<file path="src/rtl/stage_ex_pipe.sv">
// stage_ex_pipe: execute stage with a single-cycle ALU path and a MUL_LAT-cycle
// multiplier path, a one-entry output register with valid/ready handshake,
// and flush/async-reset abandonment of in-flight work.
// Optional build macro STAGE_EX_MUL_EARLY_EN: a multiply with a zero operand
// completes on the single-cycle path with a zero result.
module stage_ex_pipe #(
  parameter int WIDTH   = 32,
  parameter int TID_W   = 2,
  parameter int MUL_LAT = 4,   // legal 2..8
  parameter int FLAG_W  = 8
) (
  input  logic              clk,
  input  logic              rst,
  input  logic              ex_valid,
  output logic              ex_ready,
  input  logic              ex_flush,
  input  logic [TID_W-1:0]  ex_thread,
  input  logic [4:0]        ex_dst,
  input  logic [WIDTH-1:0]  ex_pc,
  input  logic [WIDTH-1:0]  ex_r1,
  input  logic [WIDTH-1:0]  ex_r2,
  input  logic [WIDTH-1:0]  ex_imm,
  input  logic              ex_sel_a,
  input  logic              ex_sel_b,
  input  logic [3:0]        ex_alu_func,
  input  logic              ex_flag_mul,
  input  logic [FLAG_W-1:0] ex_flags,
  output logic              tl_valid,
  input  logic              tl_ready,
  output logic [TID_W-1:0]  tl_thread,
  output logic [4:0]        tl_dst,
  output logic [WIDTH-1:0]  tl_pc,
  output logic [WIDTH-1:0]  tl_r2,
  output logic [FLAG_W-1:0] tl_flags,
  output logic              tl_flag_mul,
  output logic [WIDTH-1:0]  tl_data,
  output logic              tl_isequal,
  output logic              busy
);

  localparam int SHW   = $clog2(WIDTH);
  localparam int CNT_W = 3;   // holds MUL_LAT-1 for MUL_LAT up to 8
  localparam logic [CNT_W-1:0] CNT_LOAD = CNT_W'(MUL_LAT - 1);

  localparam logic [1:0] S_IDLE = 2'd0;
  localparam logic [1:0] S_MUL  = 2'd1;
  localparam logic [1:0] S_HOLD = 2'd2;

  logic [1:0]       r_state;
  logic [CNT_W-1:0] r_cnt;
  logic [WIDTH-1:0] r_m1, r_m2;
  logic [WIDTH-1:0] r_data;
  logic [TID_W-1:0] r_thread;
  logic [4:0]       r_dst;
  logic [WIDTH-1:0] r_pc, r_r2;
  logic [FLAG_W-1:0] r_flags;
  logic             r_flag_mul, r_isequal;

  logic [WIDTH-1:0] w_op_a, w_op_b, w_alu, w_res, w_prod;
  logic [SHW-1:0]   w_shamt;
  logic             w_accept, w_mul_slow, w_zero_mul, w_mul_done;

  assign ex_ready = (r_state == S_IDLE) || ((r_state == S_HOLD) && tl_ready);
  // flush swallows any request presented in the same cycle
  assign w_accept = ex_valid && ex_ready && !ex_flush;
  assign w_mul_done = (r_state == S_MUL) && (r_cnt == '0);

`ifdef STAGE_EX_MUL_EARLY_EN
  // a zero operand makes the product trivially zero, so skip the multiplier
  assign w_mul_slow = ex_flag_mul && (ex_r1 != '0) && (ex_r2 != '0);
  assign w_zero_mul = ex_flag_mul && !w_mul_slow;
`else
  assign w_mul_slow = ex_flag_mul;
  assign w_zero_mul = 1'b0;
`endif

  assign w_op_a  = ex_sel_a ? ex_pc  : ex_r1;
  assign w_op_b  = ex_sel_b ? ex_imm : ex_r2;
  assign w_shamt = w_op_b[SHW-1:0];
  // multiplier works on the held register operands, low WIDTH bits only
  assign w_prod  = r_m1 * r_m2;
  assign w_res   = w_zero_mul ? '0 : w_alu;

  // single-cycle ALU; unused encodings yield zero
  always_comb begin
    w_alu = '0;
    case (ex_alu_func)
      4'd0:    w_alu = w_op_a + w_op_b;
      4'd1:    w_alu = w_op_a - w_op_b;
      4'd2:    w_alu = w_op_a & w_op_b;
      4'd3:    w_alu = w_op_a | w_op_b;
      4'd4:    w_alu = w_op_a ^ w_op_b;
      4'd5:    w_alu = w_op_a << w_shamt;
      4'd6:    w_alu = w_op_a >> w_shamt;
      4'd7:    w_alu = WIDTH'($signed(w_op_a) >>> w_shamt);
      4'd8:    w_alu = {{(WIDTH-1){1'b0}}, ($signed(w_op_a) < $signed(w_op_b))};
      4'd9:    w_alu = {{(WIDTH-1){1'b0}}, (w_op_a < w_op_b)};
      default: w_alu = '0;
    endcase
  end

  // control FSM: IDLE -> (MUL ->) HOLD -> IDLE, with back-to-back from HOLD
  always_ff @(posedge clk or negedge rst) begin
    if (!rst) begin
      r_state <= S_IDLE;
      r_cnt   <= '0;
    end else if (ex_flush) begin
      r_state <= S_IDLE;
      r_cnt   <= '0;
    end else if (w_accept) begin
      r_state <= w_mul_slow ? S_MUL : S_HOLD;
      r_cnt   <= w_mul_slow ? CNT_LOAD : '0;
    end else begin
      case (r_state)
        S_MUL: begin
          if (r_cnt == '0) r_state <= S_HOLD;
          else             r_cnt   <= r_cnt - 1'b1;
        end
        S_HOLD:  if (tl_ready) r_state <= S_IDLE;
        default: r_state <= S_IDLE;
      endcase
    end
  end

  // capture side-band and result on accept; multiplier result lands on its last cycle
  always_ff @(posedge clk or negedge rst) begin
    if (!rst) begin
      r_m1       <= '0;
      r_m2       <= '0;
      r_data     <= '0;
      r_thread   <= '0;
      r_dst      <= '0;
      r_pc       <= '0;
      r_r2       <= '0;
      r_flags    <= '0;
      r_flag_mul <= 1'b0;
      r_isequal  <= 1'b0;
    end else if (w_accept) begin
      r_m1       <= ex_r1;
      r_m2       <= ex_r2;
      r_data     <= w_res;
      r_thread   <= ex_thread;
      r_dst      <= ex_dst;
      r_pc       <= ex_pc;
      r_r2       <= ex_r2;
      r_flags    <= ex_flags;
      r_flag_mul <= ex_flag_mul;
      r_isequal  <= (ex_r1 == ex_r2);
    end else if (w_mul_done && !ex_flush) begin
      r_data     <= w_prod;
    end
  end

  assign tl_valid    = (r_state == S_HOLD);
  assign busy        = (r_state == S_MUL);
  assign tl_thread   = r_thread;
  assign tl_dst      = r_dst;
  assign tl_pc       = r_pc;
  assign tl_r2       = r_r2;
  assign tl_flags    = r_flags;
  assign tl_flag_mul = r_flag_mul;
  assign tl_data     = r_data;
  assign tl_isequal  = r_isequal;

endmodule

</file>
<file path="config.mk">
export PLATFORM = sky130hd
export DESIGN_NAME = stage_ex_pipe
export DESIGN_NICKNAME = d
export VERILOG_FILES = /design/src/rtl/stage_ex_pipe.sv
export SDC_FILE = /design/constraint.sdc
export NUM_CORES = 2
export LEC_CHECK = 0
export BUFFER_PORTS_ARGS = -buffer_cell sky130_fd_sc_hd__buf_2
export CELL_PAD_IN_SITES_DETAIL_PLACEMENT = 0
export CELL_PAD_IN_SITES_GLOBAL_PLACEMENT = 1
export CORE_MARGIN = 10
export CORE_UTILIZATION = 40
export CTS_CLUSTER_SIZE = 14
export DETAILED_ROUTE_END_ITERATION = 12
export PLACE_DENSITY_LB_ADDON = 0.1
export SLEW_MARGIN = 10
export SYNTH_ARGS = -nofsm -noshare
export SYNTH_HDL_FRONTEND = slang
export SYNTH_SLANG_ARGS = --single-unit
export TNS_END_PERCENT = 5
</file>
<file path="constraint.sdc">
create_clock -name clk -period 21.3 [get_ports clk]
set_clock_uncertainty 0.2 [all_clocks]
set_input_delay 2.13 -clock clk [delete_from_list [all_inputs] [get_ports clk]]
set_output_delay 2.13 -clock clk [all_outputs]
set_load 0.02 [all_outputs]
</file>
== After elaboration in Yosys (flattened, before gate mapping) ==
Cells that the tools add are included.
W data, S select, Z words.

* Add/subtract/negate cells: 3
* $mul: 1
* Order comparisons: 2
* Eq/ne operators: 15
* Shift-type cells: 3
* Mux-type cells: 16
* Bitwise operators: 3
* Reduce and logical (&&, ||, !) cells: 14

{| class="wikitable"
|+ Operator list
! cell !! number
|-
| $pmux W32 S10 || 1
|-
| $mux W32 || 4
|-
| $lt A32 B32 Y1 || 2
|-
| $add A32 B32 Y32 || 1
|-
| $and A32 B32 Y32 || 1
|-
| $eq A32 B32 Y1 || 1
|-
| $mul A32 B32 Y32 || 1
|-
| $or A32 B32 Y32 || 1
|-
| $shl A32 B5 Y32 || 1
|-
| $shr A32 B5 Y32 || 1
|-
| $sshr A32 B5 Y32 || 1
|-
| $sub A32 B32 Y32 || 1
|-
| $xor A32 B32 Y32 || 1
|-
| $eq A4 B3 Y1 const B || 4
|-
| $mux W2 || 6
|-
| $mux W3 || 4
|-
| $eq A4 B2 Y1 const B || 2
|-
| $eq A4 B4 Y1 const B || 2
|-
| $ne A4 B2 Y1 const B || 2
|-
| $logic_and A1 B1 Y1 || 5
|-
| $eq A4 B1 Y1 const B || 1
|-
| $logic_not A4 Y1 || 1
|-
| $pmux W2 S2 || 1
|-
| $reduce_and A2 Y1 || 2
|-
| 10 further kinds || 10
|}

* Bits in registers: 150
* Input port bits: 155
* Output and inout bits: 116

== Logic depth before layout (Yosys ltp) ==
* Depth in word-level cells: 7
* Gate-level depth with buffers: 28
* Gate-level depth less buffers: 26

== Least setup slack after synthesis ==
No wires, ideal clock.

* Path kind: register to register
* From: register tl_r2[4] (netlist name)
* To: register r_data[31] (netlist: tl_data[31])
* Library setup time: 133 ps
* Arrival time: 6,948 ps
* Data required time: 20,967 ps
* Slack: 14,019 ps
* Stages on the path, launching flop included: 26
* Buffers on the path: 2
* Clock period less this slack: 7,281 ps
* Cell sequence: dfrtp_1 clkbuf_1 clkbuf_1 and2_1 fa_1 inv_1 fa_1 fa_1 fa_1 inv_1 fa_1 inv_1 fa_1 inv_1 fa_1 fa_1 ha_1 a21oi_1 o21ai_0 a41o_1 a221o_1 a221o_1 a31oi_1 xnor2_1 a21oi_1 o22ai_1

{| class="wikitable"
|+ RTL lines
! item !! RTL line !! source
|-
| end signal: assignment || 141 || <nowiki>r_data <= w_res;</nowiki>
|-
| end signal: assignment || 150 || <nowiki>r_data <= w_prod;</nowiki>
|-
| end: declaration || 52 || <nowiki>logic [WIDTH-1:0] r_data;</nowiki>
|}

==> results.py <==
metrics = {
    "run_status": {
        "status": "finished, final reports clean",
    },
    "placement": {
        "place_congestion": 0.987,
        "io_buffers": 270,
        "dp_cells": 4922,
        "dp_hpwl_um": 104000,
    },
    "floorplan": {
        "initial_utilization_pct": 40.2,
        "io_pins": 271,
        "rows": 102,
        "die_h_um": 298,
        "die_x_um": 298,
        "dieArea_mm2": 0.0890,
        "coreArea_mm2": 0.0771,
    },
    "synthesis": {
        "synth_area_leaders": "fa_1, dfrtp_1, ha_1",
        "yosysWarnings": 0,
        "ys_seq_area_share_pct": 12.1,
        "synth.avg_cell_area_um2": 8.19,
        "synth_edf_count": 0,
        "ys.flop_type": "dfrtp_1",
        "synth_nets": 4570,
        "synth_common_cells": "nand2_1, inv_1, fa_1",
        "ys_ff_latch": 150,
        "synth_cells": 3783,
        "synth_top_area_share_pct": 26.5,
        "synth_area_leader_cell": "fa_1",
        "synth_cell_types": 90,
        "netlist_area_mm2": 0.0310,
        "synthArstFlopShare_pct": 100,
        "post-synth-top-count-cell": "nand2_1",
    },
    "setup_path": {
        "crit_fanout": 28,
        "cp_cell_sequence": "and2_1, fa_1, fa_1, fa_1, inv_1, fa_1, inv_1, fa_1, ha_1, fa_1, fa_1, ha_1, o2111ai_1, and2_1, a311oi_1, a221o_1, a21oi_1, xnor2_1, a221oi_1, a211oi_1",
        "critPathRequiredTime_ns": 21.46,
        "critical_path_buf_inv_count": 2,
        "slowest_delay_ns": 0.94,
        "cp-startpoint": "tl_r2[6]",
        "worstReg2RegStart": "tl_r2[6]",
        "cp-start-kind": "register",
        "slowest_stage": "dfrtp_1",
        "critPathTopFamily": "adder cells",
        "crit_path_frequent_cell": "fa_1",
        "rr_worst_depth": 20,
        "crit_type": "register to register",
        "end_kind": "register",
        "path_depth": 20,
        "cp.arrival_ns": 8.05,
    },
    "global_routing": {
        "grt_pass1_vias": 28400,
        "grt_use_total_pct": 28.9,
        "antenna_found_initial": 5,
        "grt_max_degree": 91,
        "overflow": 0,
        "grt_first_pass_wirelength_um": 194000,
    },
    "sta": {
        "maxSlewViolCount": 0,
        "fin_crit_ns": 7.89,
        "whs_ns": 0.274,
        "max_freq_mhz": 127,
        "setup_viol": 0,
        "final.setup.tns_ns": 0,
        "fin_crit_sh_pct": 37.0,
        "relSlewSlack_pct": 18.9,
        "worst_pin_slew_ns": 1.21,
        "hold_viol_final": 0,
        "rsz0062_at_grt": "no",
    },
    "clock_network": {
        "holdBufCountCts": 0,
        "cts_post_setup_buffers_inserted": 0,
        "cts_resized": 0,
        "cts-root-buf": "clkbuf_16",
        "cts_tree": "done",
        "numClockSinks": 150,
        "clk_pin_slew_ns": 0.08,
        "cts_buffer_depth": 2,
        "cts_made_buffers": 17,
        "htreeDepth": 4,
        "clk_latency_ns": 0.46,
    },
    "final_layout": {
        "n_fill_cell": 8106,
        "areaGrowthSynthToFinish_pct": 9.28,
        "fin_util_pct": 43.9,
        "fin_cells": 4962,
        "regArea_mm2": 0.00375,
        "drive_gt1_share_pct": 11.0,
        "layout.nets": 4688,
        "multiInputGateArea_mm2": 0.0246,
    },
    "worst_hold_path": {
        "min_path_cells": 2,
        "hp-start": "tl_dst[2]",
        "min_path_type": "register to register",
    },
    "route": {
        "vias": 27800,
        "wirelength_um": 130000,
        "ant_nets": 0,
        "drc": 0,
        "drt_iter0_drc": 2703,
        "wl_per_cell_um": 26.3,
        "drtPass1Iterations": 6,
        "via_per_inst": 5.61,
    },
    "flow_run": {
        "timing.max_cap.violations": 0,
    },
}
-- layout make-up --
type	count	area share, %
well taps	1040	3.84
clock inverters	14	0.477
diodes	8	0.0591
clock buffers	18	1.27
flip-flops and latches	150	11.1
inverters	475	5.26
repair buffers	338	5.52
multi-input cells	2919	72.5
-- cell usage in the layout, fill, tap and decap left out, types with 23 or more instances in the layout --
cell	count
a211oi_1	34
a21o_1	26
a21oi_1	144
a221oi_1	26
a22oi_1	23
a31oi_1	25
and2_1	316
buf_2	269
buf_4	68
dfrtp_1	150
fa_1	410
ha_1	222
inv_1	465
mux2i_1	163
nand2_1	673
nand3_1	32
nor2_1	198
nor3_1	39
o211ai_1	28
o21ai_0	108
xnor2_1	74
xor2_1	68
-- worst min-delay path: cells and delay by family, from the launching register on --
kind | cells | cell delay, ns
AND/OR/NAND/NOR | 2 | 0.11
flip-flops | 1 | 0.34
-- through the flow --
step,setup WS (ns),area [um^2]
2_1_floorplan,14.02,31000
3_3_place_gp,13.54,33300
3_5_place_dp,13.50,33300
4_1_cts,13.46,33800
5_1_grt,13.12,33900
6_report,13.41,33900
-- logic make-up after synthesis --
kind of cell / count (synthesis) / synth area share, %
simple gates: 1358 / 20.1
buf+inv: 714 / 8.93
fa+ha+maj: 632 / 35.4
compound gates: 593 / 12.8
mux: 194 / 6.55
flops: 150 / 12.1
xor+xnor: 142 / 4.01
-- flip-flops by register name, indices dropped and copies added (netlist names) --
signal and cells:
tl_thread 2, r_m1 32, r_cnt 3, tl_flags 8, tl_data 32, tl_flag_mul 1
tl_pc 32, r_state 2, tl_isequal 1, tl_r2 32, tl_dst 5
-- layer usage --
layer  share of wire [%]  vias up  routed length (um)  global-route usage [%]
met4                 4.7        0                6070                    12.5
met3                 5.7      254                7450                    3.66
li1                    -    12500                   -                       -
met1                  43    14000               55900                    38.5
met2                  47     1058               61000                    46.6
met5                   0        -                   0                       0
-- final timing paths --
| path | endpoint | slack (ns) |
|---|---|---|
| min | tl_dst[2] | 0.27 |
| max | tl_data[27] | 13.41 |
| max in group asynchronous | tl_pc[21] | 17.96 |
| min in group asynchronous | tl_r2[28] | 1.49 |
| max reg2reg | tl_data[27] | 13.41 |
| min reg2reg | tl_dst[2] | 0.27 |
Power is left out: the tool's default activity adds up to more than one toggle a clock period on the data nets, which glitch-free logic cannot reach.
